$ cat src/rtl/ros2rapper_tx_pkg.sv
// Shared constants for the ROS2 TX timer bank: channel index map and request FSM states.
package ros2rapper_tx_pkg;

    localparam int unsigned CH_INTERVAL    = 0;
    localparam int unsigned CH_SPDP_WR     = 1;
    localparam int unsigned CH_SEDP_PUB_WR = 2;
    localparam int unsigned CH_SEDP_SUB_WR = 3;
    localparam int unsigned CH_SEDP_PUB_HB = 4;
    localparam int unsigned CH_SEDP_SUB_HB = 5;
    localparam int unsigned CH_SEDP_PUB_AN = 6;
    localparam int unsigned CH_SEDP_SUB_AN = 7;
    localparam int unsigned CH_APP_WR      = 8;
    localparam int unsigned TX_NUM_CH      = 9;

    typedef enum logic {
        REQ_IDLE  = 1'b0,
        REQ_OFFER = 1'b1
    } req_state_t;

endpackage

$ cat src/rtl/ros2rapper_rr_arbiter.sv
// Combinational round-robin picker: first asserted request at or after i_ptr, wrapping modulo NUM_CH.
module ros2rapper_rr_arbiter #(
    parameter int unsigned NUM_CH = 9
) (
    input  logic [NUM_CH-1:0]         i_req,
    input  logic [$clog2(NUM_CH)-1:0] i_ptr,
    output logic [$clog2(NUM_CH)-1:0] o_idx,
    output logic                      o_any
);

    localparam int unsigned SEL_W = $clog2(NUM_CH);

    function automatic logic [SEL_W-1:0] first_from(
        input logic [NUM_CH-1:0] req,
        input logic [SEL_W-1:0]  ptr
    );
        logic [SEL_W-1:0] idx;
        logic             found;
        int unsigned      j;
        idx   = '0;
        found = 1'b0;
        for (int unsigned i = 0; i < NUM_CH; i++) begin
            j = int'(ptr) + i;
            if (j >= NUM_CH) j = j - NUM_CH;
            if (!found && req[SEL_W'(j)]) begin
                idx   = SEL_W'(j);
                found = 1'b1;
            end
        end
        return idx;
    endfunction

    always_comb begin
        o_any = |i_req;
        o_idx = first_from(i_req, i_ptr);
    end

endmodule

$ cat src/rtl/ros2rapper_tx_timer_bank.sv
// Bank of prescaled down-counting TX timers with a round-robin elapsed-channel request handshake.
// Optional: define ROS2_TX_TIMER_AUTORELOAD_EN to reload a channel's count on its handshake.
module ros2rapper_tx_timer_bank
    import ros2rapper_tx_pkg::*;
#(
    parameter int unsigned NUM_CH         = TX_NUM_CH,
    parameter int unsigned PRESCALER_DIV  = 16,
    parameter int unsigned CNT_W          = 22,
    parameter int unsigned DEFAULT_PERIOD = 3125000
) (
    input  logic                      i_clk,
    input  logic                      i_rst_n,
    input  logic                      i_enable,
    input  logic                      i_period_we,
    input  logic [$clog2(NUM_CH)-1:0] i_period_sel,
    input  logic [CNT_W-1:0]          i_period_data,
    input  logic [NUM_CH-1:0]         i_cnt_set,
    input  logic [NUM_CH-1:0]         i_cnt_clr,
    output logic [NUM_CH-1:0]         o_cnt_elapsed,
    output logic                      o_req_valid,
    output logic [$clog2(NUM_CH)-1:0] o_req_ch,
    input  logic                      i_req_ready,
    output logic                      o_tick
);

    localparam int unsigned SEL_W = $clog2(NUM_CH);
    localparam int unsigned PRE_W = $clog2(PRESCALER_DIV);

    logic [PRE_W-1:0] presc_q;
    logic             tick;

    assign tick   = i_enable && (presc_q == PRE_W'(PRESCALER_DIV - 1));
    assign o_tick = tick;

    always_ff @(posedge i_clk or negedge i_rst_n) begin
        if (!i_rst_n)      presc_q <= '0;
        else if (tick)     presc_q <= '0;
        else if (i_enable) presc_q <= presc_q + 1'b1;
    end

    req_state_t       state_q, state_d;
    logic [SEL_W-1:0] req_ch_q, req_ch_d;
    logic [SEL_W-1:0] rr_ptr_q, rr_ptr_d;
    logic [SEL_W-1:0] arb_idx;
    logic             arb_any;
    logic             hs;

    ros2rapper_rr_arbiter #(
        .NUM_CH (NUM_CH)
    ) u_arb (
        .i_req (o_cnt_elapsed),
        .i_ptr (rr_ptr_q),
        .o_idx (arb_idx),
        .o_any (arb_any)
    );

    assign hs          = (state_q == REQ_OFFER) && i_req_ready;
    assign o_req_valid = (state_q == REQ_OFFER);
    assign o_req_ch    = req_ch_q;

    // Ready wins over a same-cycle set of the offered channel, so that case completes the handshake.
    always_comb begin
        state_d  = state_q;
        req_ch_d = req_ch_q;
        rr_ptr_d = rr_ptr_q;
        case (state_q)
            REQ_IDLE: begin
                if (arb_any) begin
                    state_d  = REQ_OFFER;
                    req_ch_d = arb_idx;
                end
            end
            REQ_OFFER: begin
                if (hs) begin
                    state_d  = REQ_IDLE;
                    rr_ptr_d = (req_ch_q == SEL_W'(NUM_CH - 1)) ? '0 : req_ch_q + 1'b1;
                end else if (i_cnt_set[req_ch_q]) begin
                    state_d = REQ_IDLE;
                end
            end
            default: state_d = REQ_IDLE;
        endcase
    end

    always_ff @(posedge i_clk or negedge i_rst_n) begin
        if (!i_rst_n) begin
            state_q  <= REQ_IDLE;
            req_ch_q <= '0;
            rr_ptr_q <= '0;
        end else begin
            state_q  <= state_d;
            req_ch_q <= req_ch_d;
            rr_ptr_q <= rr_ptr_d;
        end
    end

    for (genvar g = 0; g < NUM_CH; g++) begin : g_ch
        logic [CNT_W-1:0] period_q;
        logic [CNT_W-1:0] cnt_q;

        // A set reads period_q before this edge's write lands, so it loads the old period.
        always_ff @(posedge i_clk or negedge i_rst_n) begin
            if (!i_rst_n) begin
                period_q <= CNT_W'(DEFAULT_PERIOD);
                cnt_q    <= '0;
            end else begin
                if (i_period_we && (i_period_sel == SEL_W'(g)))
                    period_q <= i_period_data;
                if (i_cnt_clr[g])
                    cnt_q <= '0;
                else if (i_cnt_set[g])
                    cnt_q <= period_q;
`ifdef ROS2_TX_TIMER_AUTORELOAD_EN
                else if (hs && (req_ch_q == SEL_W'(g)))
                    cnt_q <= period_q;
`endif
                else if (tick && (cnt_q != '0))
                    cnt_q <= cnt_q - 1'b1;
            end
        end

        assign o_cnt_elapsed[g] = (cnt_q == '0);
    end

endmodule
$ cat config.mk
export PLATFORM = sky130hd
export DESIGN_NAME = ros2rapper_tx_timer_bank
export DESIGN_NICKNAME = d
export VERILOG_FILES = /design/src/rtl/ros2rapper_tx_pkg.sv /design/src/rtl/ros2rapper_rr_arbiter.sv /design/src/rtl/ros2rapper_tx_timer_bank.sv
export SDC_FILE = /design/constraint.sdc
export NUM_CORES = 1
export LEC_CHECK = 0
export BUFFER_PORTS_ARGS = -buffer_cell sky130_fd_sc_hd__buf_2
export CAP_MARGIN = 20
export CORE_UTILIZATION = 35
export CTS_CLUSTER_DIAMETER = 80
export CTS_CLUSTER_SIZE = 16
export DETAILED_ROUTE_END_ITERATION = 16
export SLEW_MARGIN = 20
export SYNTH_ARGS = -nofsm -noshare
export SYNTH_HDL_FRONTEND = slang
export SYNTH_HIERARCHICAL = 1
export SYNTH_SLANG_ARGS = --single-unit
$ cat constraint.sdc
create_clock -name i_clk -period 4.5 [get_ports i_clk]
set_clock_uncertainty 0.1 [all_clocks]
set_input_delay 0.45 -clock i_clk [delete_from_list [all_inputs] [get_ports i_clk]]
set_output_delay 0.45 -clock i_clk [all_outputs]
set_load 0.005 [all_outputs]
==> run summary, run 1 <==
In the synthesized netlist the dominant register cell turns out to be dfrtp_1. TritonCTS built the clock tree. The wire-length estimate of the detail-placed layout is 52700 um. The area taken by flip-flops and latches came out at 0.0104 mm2.

The reported max-cap violation count is 0. The core region is 0.0701 mm2. The die covers 0.0722 mm2.

For this run, the detailed router's first-pass iteration total came to 5. Counting tap cells, the placed design contains a total of 3465 instances. The global routing usage summed across all routing layers was 21.3%. Summed over all cells, the static leakage comes to 10.7 nW. Yosys attributes the largest share of cell area to dfrtp_1 (30%), dfstp_2 (11%), mux2_2 (8.9%). The filler cells instantiated in the layout total 6994. From synthesis to final layout, the design area changed by 10.9%.

The number of antenna violations at the first check in global routing was 9; the cell area after synthesis was 0.0249 mm2. The run gives 0 as the final hold violation count. The endpoint arrival time on the critical path was 4.76 ns; the synthesized net count was 2596. The number of slew-limit violations in the final report is 0. After detailed routing, the number of vias per cell comes to 5.96. The number of port buffers is 63. The number of nets at the end of the flow is 2642, and the average cell area after synthesis is 9.90 um2. dfrtp_1 is the most common cell in the netlist. In this run the count of I/O pins placed on the die edge is 64.

In this run, the number of DRC markers left after iteration 0 of detailed routing was 1830. The final weighted congestion of routability-driven global placement was 1.01; the top-area cell type share of the netlist area was 30.3%. Dividing total power by cell area gives a power density of 519 mW/mm2. The async set or reset register ratio after synthesis is 100%.

The tools report the maximum number of pins on one net before global-route repair as 114. The via count of the first global-routing pass came out at 20500. The number of synthesized flops with an enable pin works out to 0. The number of gates on the worst path with buffers counted is 15, and the critical path required time is 4.90 ns.

In the routed design, unresolved DRC markers number 0. The run gives 0.61 ns as the clock insertion delay at the later pin of the skew report. For the worst slack at placement, the log shows 0.0681 ns. The tree built by TritonCTS fans out to 409 sinks.

In this run the tightest slew margin relative to its limit is 32.8%. Of all cell types, the one taking the most synthesized area is dfrtp_1. Dividing the detail-routed wire length by the instance count gives 21.9 um. The worst setup path is launched from a register.

Counting instances in the post-synthesis netlist gives the leading cell types as dfrtp_1 (301), nor2_1 (223), mux2_2 (197). CTS placed an instance of clkbuf_16 at the clock tree root. The critical path's top delay family is compound AO/OA/AOI/OAI gates. The logs give 77200 um for the final wirelength and 21000 for the total vias in the final route. The depth of the worst hold-timing path works out to 3. The first global-routing pass estimated 121000 um of wire.

From left edge to right edge, the die measures 269 um. The H-tree level count is 1. The signal on the critical path passes through inv_1 -> ha_1 -> or4b_4 -> or4_4 -> nor2_4 -> nand2_1 -> o32ai_1 -> o21ai_0 -> a21oi_1 -> nor4b_4 -> buf_4 -> o311a_1 -> a311o_1 -> a221o_1 -> mux2_2. In this run the core area contains 97 standard-cell rows.

On the worst path, the slowest cell contributes a delay of 0.52 ns. Excluding fillers, the count of instances in the completed layout stands at 3524. Worst reg2reg path endpoint: o_req_ch[3].

The vertical die dimension works out to 269 um. Counting every instance in the synthesized netlist gives 2514. The setup path with the least slack is of type reg -> reg. The worst register-to-register path begins at g_ch[2].cnt_q[1]. The final period demand of the worst path is 4.36 ns. The flop-to-flop setup slack was 0.14 ns; the final count of negative-setup-slack endpoints was 0. In this run the remaining antenna-violating nets after routing total 0.

The run gives 35.5% as the starting utilization of the core area. The cell at the slowest stage of the critical path is or4_4. For the maximum number of buffers from clock root to sink, the log shows 3.

Across the VDD grid, the largest voltage drop is 0.000291 V. The minimum setup slack in the final design is 0.141 ns, and the sequential-to-total area share from yosys stat is 41.7%. The share of post-route cells with drive strength above 1 came out at 24.4%. The run gives 0.0136 mm2 as the multi-input gate area in the final layout. Final global-route overflow total: 0. The type of the most critical hold path is in -> reg. Synthesis inferred 409 register bits. The tools report the peak clock frequency supported by timing as 229 MHz. For the worst flop-to-flop path, the logic depth is 15.

In this run the worst path has a maximum fanout of 5. Yosys printed 6 warnings. The capturing element type of the critical path is a register.

After clock tree synthesis, the clock-pin slew on the worst setup and hold paths is 0.08 ns. Worst path buffer plus inverter count: 2. In this run the most critical hold path is launched from i_enable.

The flow ran to the end, and the final reports show no timing, DRC or antenna violations. The path with the worst hold slack has its endpoint at presc_q[2]. TritonCTS created 30 clock buffers.

In the finished design, the share of the clock period the worst path needs comes to 96.9%. The number of distinct standard cells referenced by the synthesized netlist is 113, and the transition time at the pin with the least slew margin is 1.01 ns.
==> worst reg2reg max path, cell delays in order, from the launching register on <==
cell     delay [ns]
dfrtp_1        0.41
inv_1          0.10
ha_1           0.20
or4b_4         0.51
or4_4          0.52
nor2_4         0.16
nand2_1        0.16
o32ai_1        0.34
o21ai_0        0.14
a21oi_1        0.35
nor4b_4        0.13
buf_4          0.17
o311a_1        0.14
a311o_1        0.29
a221o_1        0.27
mux2_2         0.26
==> state kept, by name, indices dropped and copies added (netlist names) <==
register	cells
presc_q	4
g_ch.period_q	198
g_ch.cnt_q	198
rr_ptr_q	4
o_req_valid	1
o_req_ch	4
==> where the power goes <==
part	switching, mW	total (mW)	leakage, nW	internal, mW
Combinational	4.03	6.68	5.23	2.65
Clock	1.35	2.68	0.432	1.33
Sequential	0.492	4.96	5.01	4.47
==> per-layer routing <==
metal	GRT usage, %	wire length [um]	up-vias
met5	0	23	-
met4	7.77	2920	4
met3	2.75	4480	163
met2	34.9	35900	683
met1	28.7	33900	10500
li1	-	-	9625
==> layout by cell type (no fill, tap or decap), drive strengths merged, types with 62 or more instances in the layout <==
cell type / Yosys / layout
dfstp: 108 / 108
inv: 80 / 81
nand2: 134 / 134
o21ai: 96 / 96
nor2: 224 / 224
nor3: 67 / 67
dfrtp: 301 / 301
xnor2: 89 / 89
a21oi: 107 / 107
a211oi: 143 / 143
buf: 56 / 177
nor4: 62 / 62
mux2: 199 / 199
==> metrics by stage <==
| step | util, % | setup TNS, ns | hold WS (ns) | total power [mW] | instance area (um2) |
|---|---|---|---|---|---|
| 6_report | 39.3 | 0 | 0.0895 | 14.3 | 27600 |
| 5_1_grt | 39.3 | -0.0918 | 0.0901 | 15.1 | 27600 |
| 4_1_cts | 39.2 | 0 | 0.0672 | 14.2 | 27500 |
| 3_5_place_dp | 37.9 | 0 | 0.376 | 11.5 | 26600 |
| 3_3_place_gp | 37.9 | 0 | 0.376 | 11.3 | 26600 |
| 2_1_floorplan | - | 0 | 0.0544 | 9.34 | 24900 |
==> cell families after synthesis <==
kind of cell,synth area share [%]
and+or+nand+nor,17.7
AOI/OAI and AO/OA,19.7
DFF,41.7
buffers and inverters,4.24
muxes,11.1
xor gates and xnor gates,4.00
adders and majority gates,1.66
==> area by class of cell <==
cell class / instances / share of cell area, %
clock buffers: 51 / 3.04
well taps: 940 / 4.26
flip-flops and latches: 409 / 37.6
multi-input cells: 1860 / 49.2
repair buffers: 178 / 4.56
diodes: 1 / 0.00907
inverters: 81 / 1.10
clock inverters: 4 / 0.240
==> worst max-delay path by stage <==
stage,startpoint,slack [ns],to
floorplan,rr_ptr_q[0],0.09,o_req_ch[2]
global placement,rr_ptr_q[0],0.20,o_req_ch[2]
detailed placement,g_ch[2].cnt_q[0],0.07,o_req_ch[2]
CTS,g_ch[2].cnt_q[0],0.04,o_req_ch[2]
global route,rr_ptr_q[2],-0.05,o_req_ch[2]
finish,g_ch[2].cnt_q[1],0.14,o_req_ch[3]
==> what timing repair did <==
item	4_1_cts	5_1_grt
endpoints found under the setup margin	0	4
hold buffers	1	0
resized for setup	0	12
setup buffers	0	2
hold endpoints to repair	69	0
Note: power is estimated with default switching activity, not from simulation.
==> inputs of run 2 (changes only) <==
MAX_ROUTING_LAYER = met4   (was default)
==> run 2 against run 1 <==
Power increased by 2.7%. Final cell count up 0.74%. Sequential share of layout area shrank 0.51 points. Design area increased by 1.4%. Setup slack lost 0.0092 ns. Combinational power grew 0.7%. Hold slack improved by 0.016 ns. Clock power grew 12%. Fmax decreased by 0.21%. Via count up 0.99%. Critical path depth up 2. Largest power group unchanged. Highest routed layer is now met4.
==> run summary, run 2 (synthesized netlist as in run 1, its figures left out) <==
The cell occurring most often along the worst timing path is inv_1. For the worst vdd rail ir drop, the log shows 0.000321 V (+10%). Area enclosed by the die boundary: 0.0722 mm2 (unchanged).

The tools report the number of nets at the end of the flow as 2663 (+0.79%). The peak clock frequency supported by timing was 229 MHz (-0.21%). For the number of slew-limit violations in the final report, the log shows 0 (unchanged). The final period demand of the worst path is 4.37 ns (+0.00924 ns). The worst slack at placement was 0.0803 ns (+0.0121 ns); the H-tree level count was 2 (+1).

The number of clock buffers inserted by TritonCTS is 35 (+17%), and the number of nets still failing antenna checks after routing is 0 (unchanged). The proportion of power drawn by flip-flops and latches came out at 33.8% (-0.8 points). The most common cell after layout, fill and taps aside was dfrtp_1. The global routing usage summed across all routing layers was 22.1% (+0.82 points). The critical setup path kind was reg -> reg. The tightest min-delay check is of the in -> reg type. The run gives 30.0% (-2.8 points) as the headroom to the max-slew limit. The endpoint arrival time on the critical path is 4.70 ns (-0.06 ns). The relative area change from synthesis to final layout works out to 12.4%. Cell at the slowest stage of the critical path: or4b_4. The DRC violation count after routing is 0 (unchanged). Delay of the slowest critical-path stage: 0.49 ns (-0.03 ns). STA classifies the critical path startpoint as a register. The die extent in x was 269 um (unchanged); the clock network power share was 20.4% (+1.7 points). The filler-free cell count of the finished design is 3550 (+0.74%). Ratio of total power to cell area: 525 mW/mm2 (+1.3%).

The final worst-path cycle share is 97.1% (+0.21 points), and the worst-path maximum fanout is 8 (+3). Minimum setup slack in the final design: 0.131 ns (-0.00924 ns). The detailed-route wire length per cell is 21.9 um (+0.14%), and the reported max-cap violation count is 0 (unchanged). The logs give 0 (unchanged) for the final hold violation count and 5.99 mW (+2.1%) for the net switching power figure. The tools report the number of clock sinks as 409 (unchanged). The run finished with clean final reports. The root buffer cell is clkbuf_16.

TritonCTS built the clock tree. The starting utilization of the core area was 35.5% (unchanged); the number of port buffers was 63 (unchanged). The tools report the count of routing violations after the opening detailed-route iteration as 1903 (+4.0%). The logs give 0.0280 mm2 (+1.4%) for the post-layout instance area and 6 (+1) for the detailed-routing iteration count for the pre-antenna-repair pass.

The total vias in the final route was 21200 (+0.99%); the area of the placeable core was 0.0701 mm2 (unchanged). The vertical die dimension came out at 269 um (unchanged). The post-route setup TNS is 0 ns (unchanged).

The signal on the critical path passes through inv_1 -> ha_4 -> or4b_4 -> nor4_4 -> and2_4 -> buf_8 -> inv_1 -> o311a_1 -> o221ai_1 -> o2111ai_2 -> o31a_1 -> nand3_4 -> buf_4 -> nor2_1 -> a311o_1 -> a221o_1 -> mux2_2. The maximum number of pins on one net before global-route repair was 108 (-5.3%); the average via count per standard cell was 5.97 (+0.25%). The tools report the critical path required time as 4.83 ns (-0.07 ns).

The top cell types in the final layout, fill and taps aside, are dfrtp_1 (300), nor2_1 (220), mux2_2 (197). The final weighted congestion of routability-driven global placement came out at 1.00 (-0.20%). The capturing element type of the critical path is a register. The logs give 10.9 nW (+1.8%) for the leakage power summed over all cells and 0.59 ns (-0.02 ns) for the clock insertion delay at the later pin of the skew report. The final wirelength is 77900 um (+0.88%), and the transition time at the pin with the least slew margin is 1.04 ns (+0.0360 ns). The run gives 8.70 mW (+3.0%) as the cell-internal power. The maximum number of buffers from clock root to sink came out at 3 (unchanged). The fill cell instance count of the final layout is 6965 (-0.41%), and the placed wire-length estimate is 52600 um (-0.10%). The switching share of power is 40.8% (-0.22 points).

The largest registers in the layout are g_ch.cnt_q: 198 flops, g_ch.period_q: 198 flops. The run gives 0.0266 mm2 (about the same) as the instance area after placement. The final count of negative-setup-slack endpoints is 0 (unchanged), and the I/O pin count is 64 (unchanged). Clock-pin slew reported for the worst setup and hold paths after clock tree synthesis: 0.08 ns (about the same). Power share of the combinational group: 45.8% (-0.8 points).

The share of post-route cells with drive strength above 1 was 25.9% (+1.6 points). The path depth of the worst reg2reg path was 17 (+2); the total number of placement rows was 97 (unchanged). The first-pass GRT wire length was 121000 um (+0.15%). The logs give 3465 (unchanged) for the total instance count after detailed placement and 0 (unchanged) for the final global-route overflow total. The tools report the number of antenna violations at the first check in global routing as 10 (+1).

For the via count of the first global-routing pass, the log shows 20800 (+1.5%). Depth of the worst hold-timing path: 3 (unchanged).
[run 2: cell count changes in the layout (fill, tap and decap cells not counted), moves of 3 or more]
cell	before	now
diode_2	1	4
inv_1	75	69
ha_1	33	28
inv_2	5	10
buf_4	108	119
ha_2	0	4
clkbuf_16	30	35
clkbuf_1	20	15
[run 2: worst max-delay path, delay by kind of cell, from the launching register on]
| kind | cells | cell delay (ns) |
|---|---|---|
| adders and majority gates | 1 | 0.16 |
| buffers and inverters | 4 | 0.51 |
| DFF | 1 | 0.38 |
| and+or+nand+nor | 5 | 1.18 |
| muxes | 1 | 0.26 |
| AOI/OAI and AO/OA | 6 | 1.63 |
[run 2: path summary, 6_finish.rpt]
check,slack (ns),endpoint,from
setup / recovery,0.13,o_req_ch[3],g_ch[7].cnt_q[1]
hold reg to reg,0.40,g_ch[6].period_q[21],g_ch[6].period_q[21]
hold / removal,0.11,presc_q[2],i_enable
max in group asynchronous,2.78,g_ch[0].period_q[3],i_rst_n
setup reg to reg,0.13,o_req_ch[3],g_ch[7].cnt_q[1]
min in group asynchronous,0.39,g_ch[3].period_q[14],i_rst_n
[run 2: what timing repair did]
| action | 4_1_cts | 5_1_grt |
|---|---|---|
| resized for setup | 0 | 39 |
| setup buffers | 0 | 17 |
| pin swaps | 1 | 11 |
| endpoints found under the hold margin | 64 | 0 |
| gates cloned | 0 | 1 |
| hold buffers | 1 | 0 |
| setup endpoints to repair | 1 | 4 |
[run 2: per-layer routing]
metal,wire [um],up-vias,global-route usage (%)
met4,3160,0,9.71
li1,-,9686,-
met2,36400,663,34.9
met3,3810,160,2.55
met1,34500,10700,28.5
met5,0,-,-
[run 2: power groups by stage]
stage               Clock, mW  Sequential (mW)  Combinational [mW]
floorplan                   0             4.87                4.47
global placement            0             4.99                6.26
detailed placement          0             5.02                6.36
CTS                      3.10             4.96                6.40
global route             3.22             5.05                7.25
finish                   3.00             4.96                6.73
[run 2: area by class of cell]
class                   count  area [um2]  area share [%]
diodes                      4        10.0          0.0358
clock buffers              51         946            3.38
clock inverters            11         123           0.438
inverters                  81         304            1.09
multi-input cells        1860       13600            48.8
flip-flops and latches    409       10400            37.1
well taps                 940        1180            4.20
repair buffers            194        1410            5.02
[run 2: through the flow]
stage / hold WS, ns / utilization [%] / power (mW)
floorplan: 0.0544 / - / 9.34
global placement: 0.379 / 37.9 / 11.2
detailed placement: 0.374 / 37.9 / 11.4
CTS: 0.0690 / 39.5 / 14.5
global route: 0.0981 / 39.9 / 15.5
finish: 0.105 / 39.9 / 14.7
